**config.mk**
```make
export PLATFORM = sky130hd
export DESIGN_NAME = fdl_code_ctrl
export DESIGN_NICKNAME = d
export VERILOG_FILES = /design/src/rtl/fdl_code_ctrl.sv
export SDC_FILE = /design/constraint.sdc
export NUM_CORES = 1
export LEC_CHECK = 0
export CAP_MARGIN = 25
export CORE_MARGIN = 2
export CORE_UTILIZATION = 50
export CTS_CLUSTER_SIZE = 20
export DETAILED_ROUTE_END_ITERATION = 7
export GPL_TIMING_DRIVEN = 0
export PLACE_DENSITY = 0.71
export SLEW_MARGIN = 10
export SYNTH_ARGS = -nofsm -noshare
export SYNTH_HDL_FRONTEND = slang
export SYNTH_SLANG_ARGS = --single-unit
```
**constraint.sdc**
```tcl
create_clock -name clk_in -period 3.5 [get_ports clk_in]
set_input_delay 0.7 -clock clk_in [delete_from_list [all_inputs] [get_ports clk_in]]
set_output_delay 0.7 -clock clk_in [all_outputs]
set_load 0.05 [all_outputs]
```
**src/rtl/fdl_code_ctrl.sv**
```systemverilog
// fdl_code_ctrl: steps the fine delay line thermometer code from phase-detector decisions,
// hands over to the coarse line on overflow/underflow and flags lock on sustained dithering.
module fdl_code_ctrl #(
    parameter int N_TAP        = 6,
    parameter int SETTLE       = 4,
    parameter int LOCK_TOGGLES = 4
) (
    input  logic             clk_in,
    input  logic             rst_n,
    input  logic             en,
    input  logic             pd_up,
    input  logic             pd_dn,
    input  logic             coarse_ack,
    output logic [N_TAP-1:0] Q,
    output logic             coarse_inc,
    output logic             coarse_dec,
    output logic             locked
);
    localparam int CW = $clog2(SETTLE + 1);
    localparam int RW = $clog2(LOCK_TOGGLES + 1);

    typedef enum logic [2:0] {S_IDLE, S_SETTLE, S_SAMPLE, S_HS_REQ, S_HS_REL} state_t;
    typedef enum logic [1:0] {D_NONE, D_UP, D_DN} dir_t;

    state_t        state;
    dir_t          last_dir;
    dir_t          dir;
    logic [CW-1:0] cnt;
    logic [RW-1:0] rev;
    logic          up_only;
    logic          dn_only;
    logic          sampling;
    logic          step_up;
    logic          step_dn;
    logic          hs_start;
    logic          clr;

    // The code is a thermometer, so its end bits tell whether the fine range is exhausted.
    always_comb begin
        up_only  = pd_up & ~pd_dn;
        dn_only  = pd_dn & ~pd_up;
        sampling = (state == S_SAMPLE) & en;
        step_up  = sampling & up_only & ~Q[N_TAP-1];
        step_dn  = sampling & dn_only & Q[0];
        hs_start = sampling & ((up_only & Q[N_TAP-1]) | (dn_only & ~Q[0]));
        clr      = hs_start | (~en & (state != S_HS_REQ) & (state != S_HS_REL));
        dir      = step_up ? D_UP : D_DN;
    end

    always_ff @(posedge clk_in or negedge rst_n) begin
        if (!rst_n) begin
            state      <= S_IDLE;
            cnt        <= '0;
            Q          <= N_TAP'((1 << (N_TAP / 2)) - 1);
            coarse_inc <= 1'b0;
            coarse_dec <= 1'b0;
        end else begin
            case (state)
                S_IDLE: begin
                    if (en) begin
                        state <= S_SETTLE;
                        cnt   <= CW'(SETTLE - 1);
                    end
                end
                S_SETTLE: begin
                    if (!en) state <= S_IDLE;
                    else if (cnt == '0) state <= S_SAMPLE;
                    else cnt <= cnt - CW'(1);
                end
                S_SAMPLE: begin
                    state      <= !en ? S_IDLE : hs_start ? S_HS_REQ : S_SETTLE;
                    cnt        <= CW'(SETTLE - 1);
                    coarse_inc <= hs_start & up_only;
                    coarse_dec <= hs_start & dn_only;
                    if (step_up) Q <= {Q[N_TAP-2:0], 1'b1};
                    if (step_dn) Q <= {1'b0, Q[N_TAP-1:1]};
                end
                S_HS_REQ: begin
                    if (coarse_ack) begin
                        Q          <= coarse_inc ? '0 : '1;
                        coarse_inc <= 1'b0;
                        coarse_dec <= 1'b0;
                        state      <= S_HS_REL;
                    end
                end
                S_HS_REL: begin
                    if (!coarse_ack) begin
                        state <= en ? S_SETTLE : S_IDLE;
                        cnt   <= CW'(SETTLE - 1);
                    end
                end
                default: state <= S_IDLE;
            endcase
        end
    end

    // A step against the previous direction counts as one reversal; a repeat resets the run.
    always_ff @(posedge clk_in or negedge rst_n) begin
        if (!rst_n) begin
            last_dir <= D_NONE;
            rev      <= '0;
            locked   <= 1'b0;
        end else if (clr) begin
            last_dir <= D_NONE;
            rev      <= '0;
            locked   <= 1'b0;
        end else if (step_up | step_dn) begin
            last_dir <= dir;
            rev      <= (last_dir == D_NONE || last_dir == dir) ? '0 :
                        (rev == RW'(LOCK_TOGGLES)) ? rev : rev + RW'(1);
            locked   <= (last_dir != D_NONE) && (last_dir != dir) &&
                        (rev >= RW'(LOCK_TOGGLES - 1));
        end
    end
endmodule
```
# --- After elaboration in Yosys (flattened, before gate mapping) ---
# Index checks and enable logic that the tools add are counted.
# W data, S select, Z words.
word_totals:
  regBits: 20
  inputBits: 6
  out_inout_bits: 9
  wordCells: 96
op_classes:
  add_sub_neg: 2
  n_lt_le_gt_ge: 1
  n_eq_ne: 17
  muxes: 31
  bitwise_logic: 22
  n_reduce_logical: 15
ops:
  columns: ["op", "n"]
  rows:
  - ["$mux W3", 13]
  - ["$mux W6", 4]
  - ["$pmux W3 S5", 1]
  - ["$and A1 B1 Y1", 14]
  - ["$ne A3 B3 Y1 const B", 4]
  - ["$pmux W3 S4", 1]
  - ["$pmux W6 S2", 1]
  - ["$mux W2", 5]
  - ["$ne A2 B2 Y1 const B", 5]
  - ["$eq A3 B2 Y1 const B", 2]
  - ["$eq A3 B3 Y1 const B", 2]
  - ["$logic_not A3 Y1", 2]
  - ["$reduce_bool A2 Y1", 3]
  - ["$not A1 Y1", 5]
  - ["$reduce_and A5 Y1", 1]
  - ["$mux W1", 4]
  - ["$pmux W1 S2", 2]
  - ["$reduce_and A2 Y1", 2]
  - ["$reduce_and A4 Y1", 1]
  - ["$reduce_bool A4 Y1", 1]
  - ["$add A3 B1 Y3 const B", 1]
  - ["$eq A3 B1 Y1 const B", 1]
  - ["$ge A3 B2 Y1 const B", 1]
  - ["$ne A3 B2 Y1 const B", 1]
  - ["other kinds (8)", 11]

# --- Depth between registers and ports, before layout ---
# Gate-level depths: netlist of the first run.
depth:
  ltp_word: 10
  depth_mapped: 8
  ltp_nobuf: 8

# --- Worst setup path after synthesis of the first run ---
# No wires, ideal clock.
synth_path:
  kind: "input -> register"
  startpoint: "input port pd_up"
  endpoint: "register rev[0]"
  setup_time_ns: 0.087
  arrival_time_ns: 1.759
  t_required_ns: 3.413
  slack_ns: 1.655
  stages: 6
  n_path_buf: 1
  cell_sequence: "buf_4 -> and2b_4 -> o21ai_1 -> a221oi_4 -> o2111ai_1 -> o211ai_1"
synth_between:
  elab_chain_cells: 9
  elab_cells_between_ends: 22
  classes_between: "eq/ne (2); mux (4); bitwise (13); reduce/logical (3)"
synth_lines:
  columns: ["item", "line_no", "rtl"]
  rows:
  - ["start: declaration", "11", "input logic pd_up,"]
  - ["$and A1 B1 Y1", "40", "up_only = pd_up & ~pd_dn;"]
  - ["$and A1 B1 Y1 (2 in a row)", "43", "step_up = sampling & up_only & ~Q[N_TAP-1];"]
  - ["$mux W2", "47", "dir = step_up ? D_UP : D_DN;"]
  - ["$eq A2 B2 Y1", "109", "rev <= (last_dir == D_NONE || last_dir == dir) ? '0 :"]
  - ["$logic_or A1 B1 Y1", "109", null]
  - ["$mux W3", "109", null]
  - ["$mux W3", "107", "end else if (step_up | step_dn) begin"]
  - ["$mux W3", "103", "end else if (clr) begin"]
  - ["end signal: assignment", "109", null]
  - ["end: declaration", "29", "logic [RW-1:0] rev;"]
# Parallel ways exist; a longest one is shown, timed or not. The select of a mux whose other input is x is not followed.
# A chain may end at the register's enable or synchronous reset.

# --- Worst setup path after layout of the first run ---
layout_path:
  startpoint: "register Q[0]"
  endpoint: "output port Q[0]"
layout_rtl:
  columns: ["item", "line_no", "rtl"]
  rows:
  - ["start: declaration", "14", "output logic [N_TAP-1:0] Q,"]
  - ["start signal: assignment", "54", "Q <= N_TAP'((1 << (N_TAP / 2)) - 1);"]
  - ["start signal: assignment", "75", "if (step_up) Q <= {Q[N_TAP-2:0], 1'b1};"]
  - ["start signal: assignment", "76", "if (step_dn) Q <= {1'b0, Q[N_TAP-1:1]};"]
# No word-level cell between the ends.

==> results of run 1 <==
[routing by layer]
layer,track usage,share of wire,vias up
li1,-,-,540
met1,0.2589,0.47,526
met2,0.2891,0.47,21
met3,0.05621,0.032,8
met4,0.08014,0.026,0
met5,0,0,-
[cell families after synthesis]
kind of cell / count (synthesis) / share of synthesized area
muxes: 4 / 0.03204
DFF: 20 / 0.3798
AOI/OAI and AO/OA: 48 / 0.2988
and+or+nand+nor: 40 / 0.1772
adders and majority gates: 5 / 0.04713
buffers and inverters: 17 / 0.06503
[metrics by stage]
step / util / instance area, sq um / worst slack (ns)
after global placement: 0.5941 / 1485 / 1.102
after CTS: 0.6086 / 1521 / 1.010
after global routing: 0.6131 / 1533 / 0.9706
after floorplan: - / 1328 / 1.655
final: 0.6131 / 1533 / 1.035
after detailed placement: 0.5941 / 1485 / 1.056
[registers in the layout, summed over array words and instances, names as in the netlist]
name and flops:
last_dir 2, cnt 3, state 3, coarse_inc 1, rev 3, Q 6
locked 1, coarse_dec 1
[final cells by class]
| class | count | area, sq um | share of cell area |
|---|---|---|---|
| Buffer | 7 | 48.80 | 0.03184 |
| Sequential cell | 20 | 504.2 | 0.3290 |
| Tap cell | 30 | 37.54 | 0.02449 |
| Multi-Input combinational cell | 97 | 737.0 | 0.4808 |
| Timing Repair Buffer | 13 | 131.4 | 0.08571 |
| Inverter | 10 | 37.54 | 0.02449 |
| Clock buffer | 4 | 36.28 | 0.02367 |
[placed cells by master, fill, tap and decap left out, drive strengths merged, types with 3 or more instances in the layout]
cell type and instances:
buf 8, o211ai 5, dfstp 3, clkdlybuf4s50 12, nand2 11, clkbuf 4
o21ai 9, inv 10, nor2b 3, ha 5, dfrtp 17, a21oi 8
o2111ai 4, a22o 5, nor2 10, nand3 3, nand2b 3
[worst paths after layout]
check                       start      to  depth (start not counted)
setup / recovery             Q[0]    Q[0]                          1
hold / removal             locked  locked                          2
setup reg to reg           cnt[0]  cnt[2]                          8
hold reg to reg            locked  locked                          2
max in group asynchronous   rst_n    Q[2]                          2
min in group asynchronous   rst_n  rev[1]                          1
[power by group through the flow]
stage / Clock, W / Combinational, W / Sequential (W)
after floorplan: 0 / 0.0000563 / 0.000288
after global placement: 0 / 0.000113 / 0.000264
after detailed placement: 0 / 0.000116 / 0.000265
after CTS: 0.000145 / 0.000116 / 0.000261
after global routing: 0.000153 / 0.000128 / 0.000264
final: 0.000140 / 0.000116 / 0.000261
==> results.cfg, run 1 <==
[finish]
syn2layout_area_growth_pct = 15.46
nFillCells = 222
antennaDiodeCount = 0
final_cells = 181
drive_above_1_share = 0.1854
nets = 163

[routing]
vias = 1095
first_pass_iters = 4
routedWlPerCell_microns = 14.72
wl_microns = 2665
drt-initial-drc-count = 17
drtAntennaViolNets = 0
via_per_inst = 6.050
route.detailed.drc = 0

[synthesis]
yosys.area.top_type_share = 0.3205
ys.flop_type = dfrtp_1
synth_area_leaders = dfrtp_1 32%, dfstp_2 5.9%, ha_1 4.7%
syn_nets = 145
ys_seq_area_frac = 0.3798
syn_area_per_cell_sq_um = 9.907
netlist_area_sq_mm = 0.001328
synth_edf_count = 0
synth-seq-cells = 20
ys_warn_count = 0
yosysTopAreaCell = dfrtp_1
synth_most_common_cell = dfrtp_1
synthTopCellsByCount = 17 x dfrtp_1, 11 x nand2_1, 10 x inv_1
synth-async-reset-ratio = 1.000
syn_inst = 134
synth_cell_types = 50

[floorplanning]
die_h_microns = 55.53
start_util = 0.5310
rows = 18
die_w_microns = 55.53
coreArea_sq_mm = 0.002500
ios = 15
dieArea_sq_mm = 0.003083

[power_and_ir_drop]
peakVddDrop_uv = 294.4
seq_power_share = 0.504
intPower_w = 0.0003564
swShare = 0.3103
p_clk_frac = 0.271
p_comb_frac = 0.225
power_w = 0.0005167
power_density_mw_per_mm2 = 337.1
p_leak_nw = 0.6490
power_switching_w = 0.0001603

[place]
io_buffer_count = 12
place_hpwl_microns = 1990
dp_cells = 176
gp_congestion = 0.7968

[worst_setup_path]
cp.arrival_ns = 1.76
cp-end-kind = output pin
cp_num_buf_inv = 1
cp_max_fo = 8
path_class = flop to output pin
critPathTopFamily = buffers and inverters
worstPathRequired_ns = 2.80
start_kind = flop
max_stage_delay_ns = 0.82
path_cells = clkdlybuf4s50_1
r2r_slack_ns = 1.75
crit_slowest_cell = clkdlybuf4s50_1

[grt]
grt_pass1_vias = 1043
grt_overflow = 0
antenna_found_initial = 0
grt_pass1_wl_microns = 4719
grt.total_usage = 0.1926
grt_max_degree = 21

[timing]
finalSetupTns_ns = 0
setup_viol_count_final = 0
hold_viol = 0
min_period_ns = 2.465
min_period_over_period = 0.7042
fmax_mhz = 405.7
fin_worst_skew_ns = 0.001779
timing.hold.ws_ns = 0.4988
slew_headroom = 0.6658
drv_slew = 0
worstMarginPinSlew_ns = 0.4998
rsz0062_at_grt = false

[worst_hold_path]
min_path_type = flop to flop

[clocking]
path_clk_slew_ns = 0.12
clkSinkCount = 20
clkLatencyLatePin_ns = 0.31
cts_inserted_buffers = 3
htreeDepth = 1
cts.path.max_buffers = 2
cts-root-buf = clkbuf_4
cts_resized = 0
postCtsSetupBuffers = 0
cts_tree = yes
ctsHoldBuffers = 0

[outcome]
status = finished clean

[job]
cap_violations = 0
Power figures use the tool's default switching activity.
==> run 2, diff against run 1 <==
Clock period 3.5 ns to 2.5 ns, I/O delays scaled along.
==> results of run 2 <==
The final DEF is identical to that of run 1. Status: finished clean.
Main changes from that run: setup slack after placement 1.056 ns -> 0.2558 ns; setup slack after layout 1.035 ns -> 0.2352 ns; register-to-register setup slack 1.75 ns -> 0.75 ns; total power 0.0005167 W -> 0.0007234 W; worst IR drop on VDD 294.4 uV -> 412.1 uV
==> run 3, diff against run 2 <==
Settings changed: HOLD_SLACK_MARGIN from default to 0.1, REMOVE_ABC_BUFFERS from default to 1.
==> run 3 against run 2 <==
Compared with the run above:
- clock-buffer cell count stayed put
- worst setup slack better by 0.0031 ns
- register-to-register slack worse by 0.23 ns
- worst hold slack worse by 0.13 ns
- sequential share of layout area is 0.55 points higher
- flip-flop and latch count stayed put
- maximum frequency is 0.14% higher
- cell count is 2.8% lower
- die area stayed put
- critical path depth stayed put
- critical path type unchanged
- critical endpoint unchanged
- largest power group unchanged
==> results.cfg, run 3 (synthesis gave the netlist of run 1 again) <==
[routing]
vias = 1071
first_pass_iters = 4
routedWlPerCell_microns = 15.48
drtAntennaViolNets = 0
via_per_inst = 6.085
drt-initial-drc-count = 73
route.detailed.drc = 0
wl_microns = 2724

[outcome]
status = finished clean

[grt]
grt_pass1_vias = 1099
grt_overflow = 0
grt_pass1_wl_microns = 5043
grt.total_usage = 0.2014
grt_max_degree = 21
antenna_found_initial = 0

[finish]
nFillCells = 210
final_common_cell = dfrtp_1
nets = 158
design_area_sq_mm = 0.001508
mostFrequentLayoutCells = 17 x dfrtp_1, 14 x clkdlybuf4s50_1, 11 x nand2_1
syn2layout_area_growth_pct = 13.57
multi_input_area_sq_um = 737.0
antennaDiodeCount = 0
largest_reg_flops = 6
regArea_sq_um = 504.2
drive_above_1_share = 0.1438
top_register = Q

[timing]
drv_slew = 0
min_period_ns = 2.262
setup_viol_count_final = 0
fin_worst_skew_ns = 0.004742
timing.hold.ws_ns = 0.3648
fmax_mhz = 442.1
hold_viol = 0
rsz0062_at_grt = false
slew_headroom = 0.6654
finalSetupTns_ns = 0
worstMarginPinSlew_ns = 0.5004
min_period_over_period = 0.9047

[clocking]
clkSinkCount = 20
cts_resized = 0
postCtsSetupBuffers = 0
clkLatencyLatePin_ns = 0.31
cts-root-buf = clkbuf_4
cts.path.max_buffers = 2
cts_inserted_buffers = 3
ctsHoldBuffers = 0
path_clk_slew_ns = 0.12
cts_tree = yes
htreeDepth = 1

[worst_setup_path]
cp.arrival_ns = 1.76
start_kind = flop
critPathTopFamily = buffers and inverters
crit_slowest_cell = clkdlybuf4s50_1
path_class = flop to output pin
max_stage_delay_ns = 0.82
cp_max_fo = 8
cp_num_buf_inv = 1
reg2regPathDepth = 5
worstPathRequired_ns = 2.00
path_cells = clkdlybuf4s50_1
cp-end-kind = output pin
worst_r2r_startpoint = state[2]
r2r_end = rev[2]
r2r_slack_ns = 0.52

[floorplanning]
dieArea_sq_mm = 0.003083
rows = 18
start_util = 0.5310
die_w_microns = 55.53
coreArea_sq_mm = 0.002500
ios = 15
die_h_microns = 55.53

[place]
placed_cell_area_sq_mm = 0.001456
gp_congestion = 0.8376
place_hpwl_microns = 1981
io_buffer_count = 14

[power_and_ir_drop]
power_density_mw_per_mm2 = 478.9
peakVddDrop_uv = 436.9
p_leak_nw = 0.6214

[worst_hold_path]
min_path_type = primary input to async pin

[job]
cap_violations = 0
[run 3: metrics by stage]
stage          utilization  power (W)  setup WS, ns  instances
3_5_place_dp        0.5826  0.0005323       0.09363        171
6_report            0.6031  0.0007220        0.2383        176
4_1_cts             0.5971  0.0007279        0.2224        175
5_1_grt             0.6031  0.0007654        0.1814        176
2_1_floorplan            -  0.0004730        0.8467        127
3_3_place_gp        0.5826  0.0005263        0.1812        171
[run 3: layout make-up]
type / instances / area share
multi-input combinational: 97 / 0.4888
sequential: 20 / 0.3344
timing repair buffer: 15 / 0.1029
inverter: 10 / 0.02490
tap: 30 / 0.02490
clock buffer: 4 / 0.02407
[run 3: report_power, final]
group	switching, W	internal (W)	leakage [nW]	total, W
Sequential	0.0000232	0.000345	0.253	0.000368
Combinational	0.0000953	0.0000636	0.347	0.000159
Clock	0.000106	0.0000890	0.0210	0.000195
Total	0.000224	0.000498	0.621	0.000722
[run 3: worst max path at each step]
stage            from     end  slack, ns  depth (start not counted)
4_1_cts          Q[0]    Q[0]       0.22                          1
3_5_place_dp    pd_up  rev[0]       0.09                          6
5_1_grt          Q[0]    Q[0]       0.18                          1
2_1_floorplan  cnt[0]  cnt[2]       0.85                          8
6_report         Q[0]    Q[0]       0.24                          1
3_3_place_gp       en  locked       0.18                          5
[run 3: per-layer routing]
| layer | vias to the layer above | GRT usage | part of all wire |
|---|---|---|---|
| met1 | 517 | 0.2645 | 0.46 |
| met3 | 2 | 0.04918 | 0.028 |
| met4 | 0 | 0.04181 | 0.0055 |
| met5 | - | 0 | 0 |
| met2 | 18 | 0.3367 | 0.51 |
| li1 | 534 | - | - |
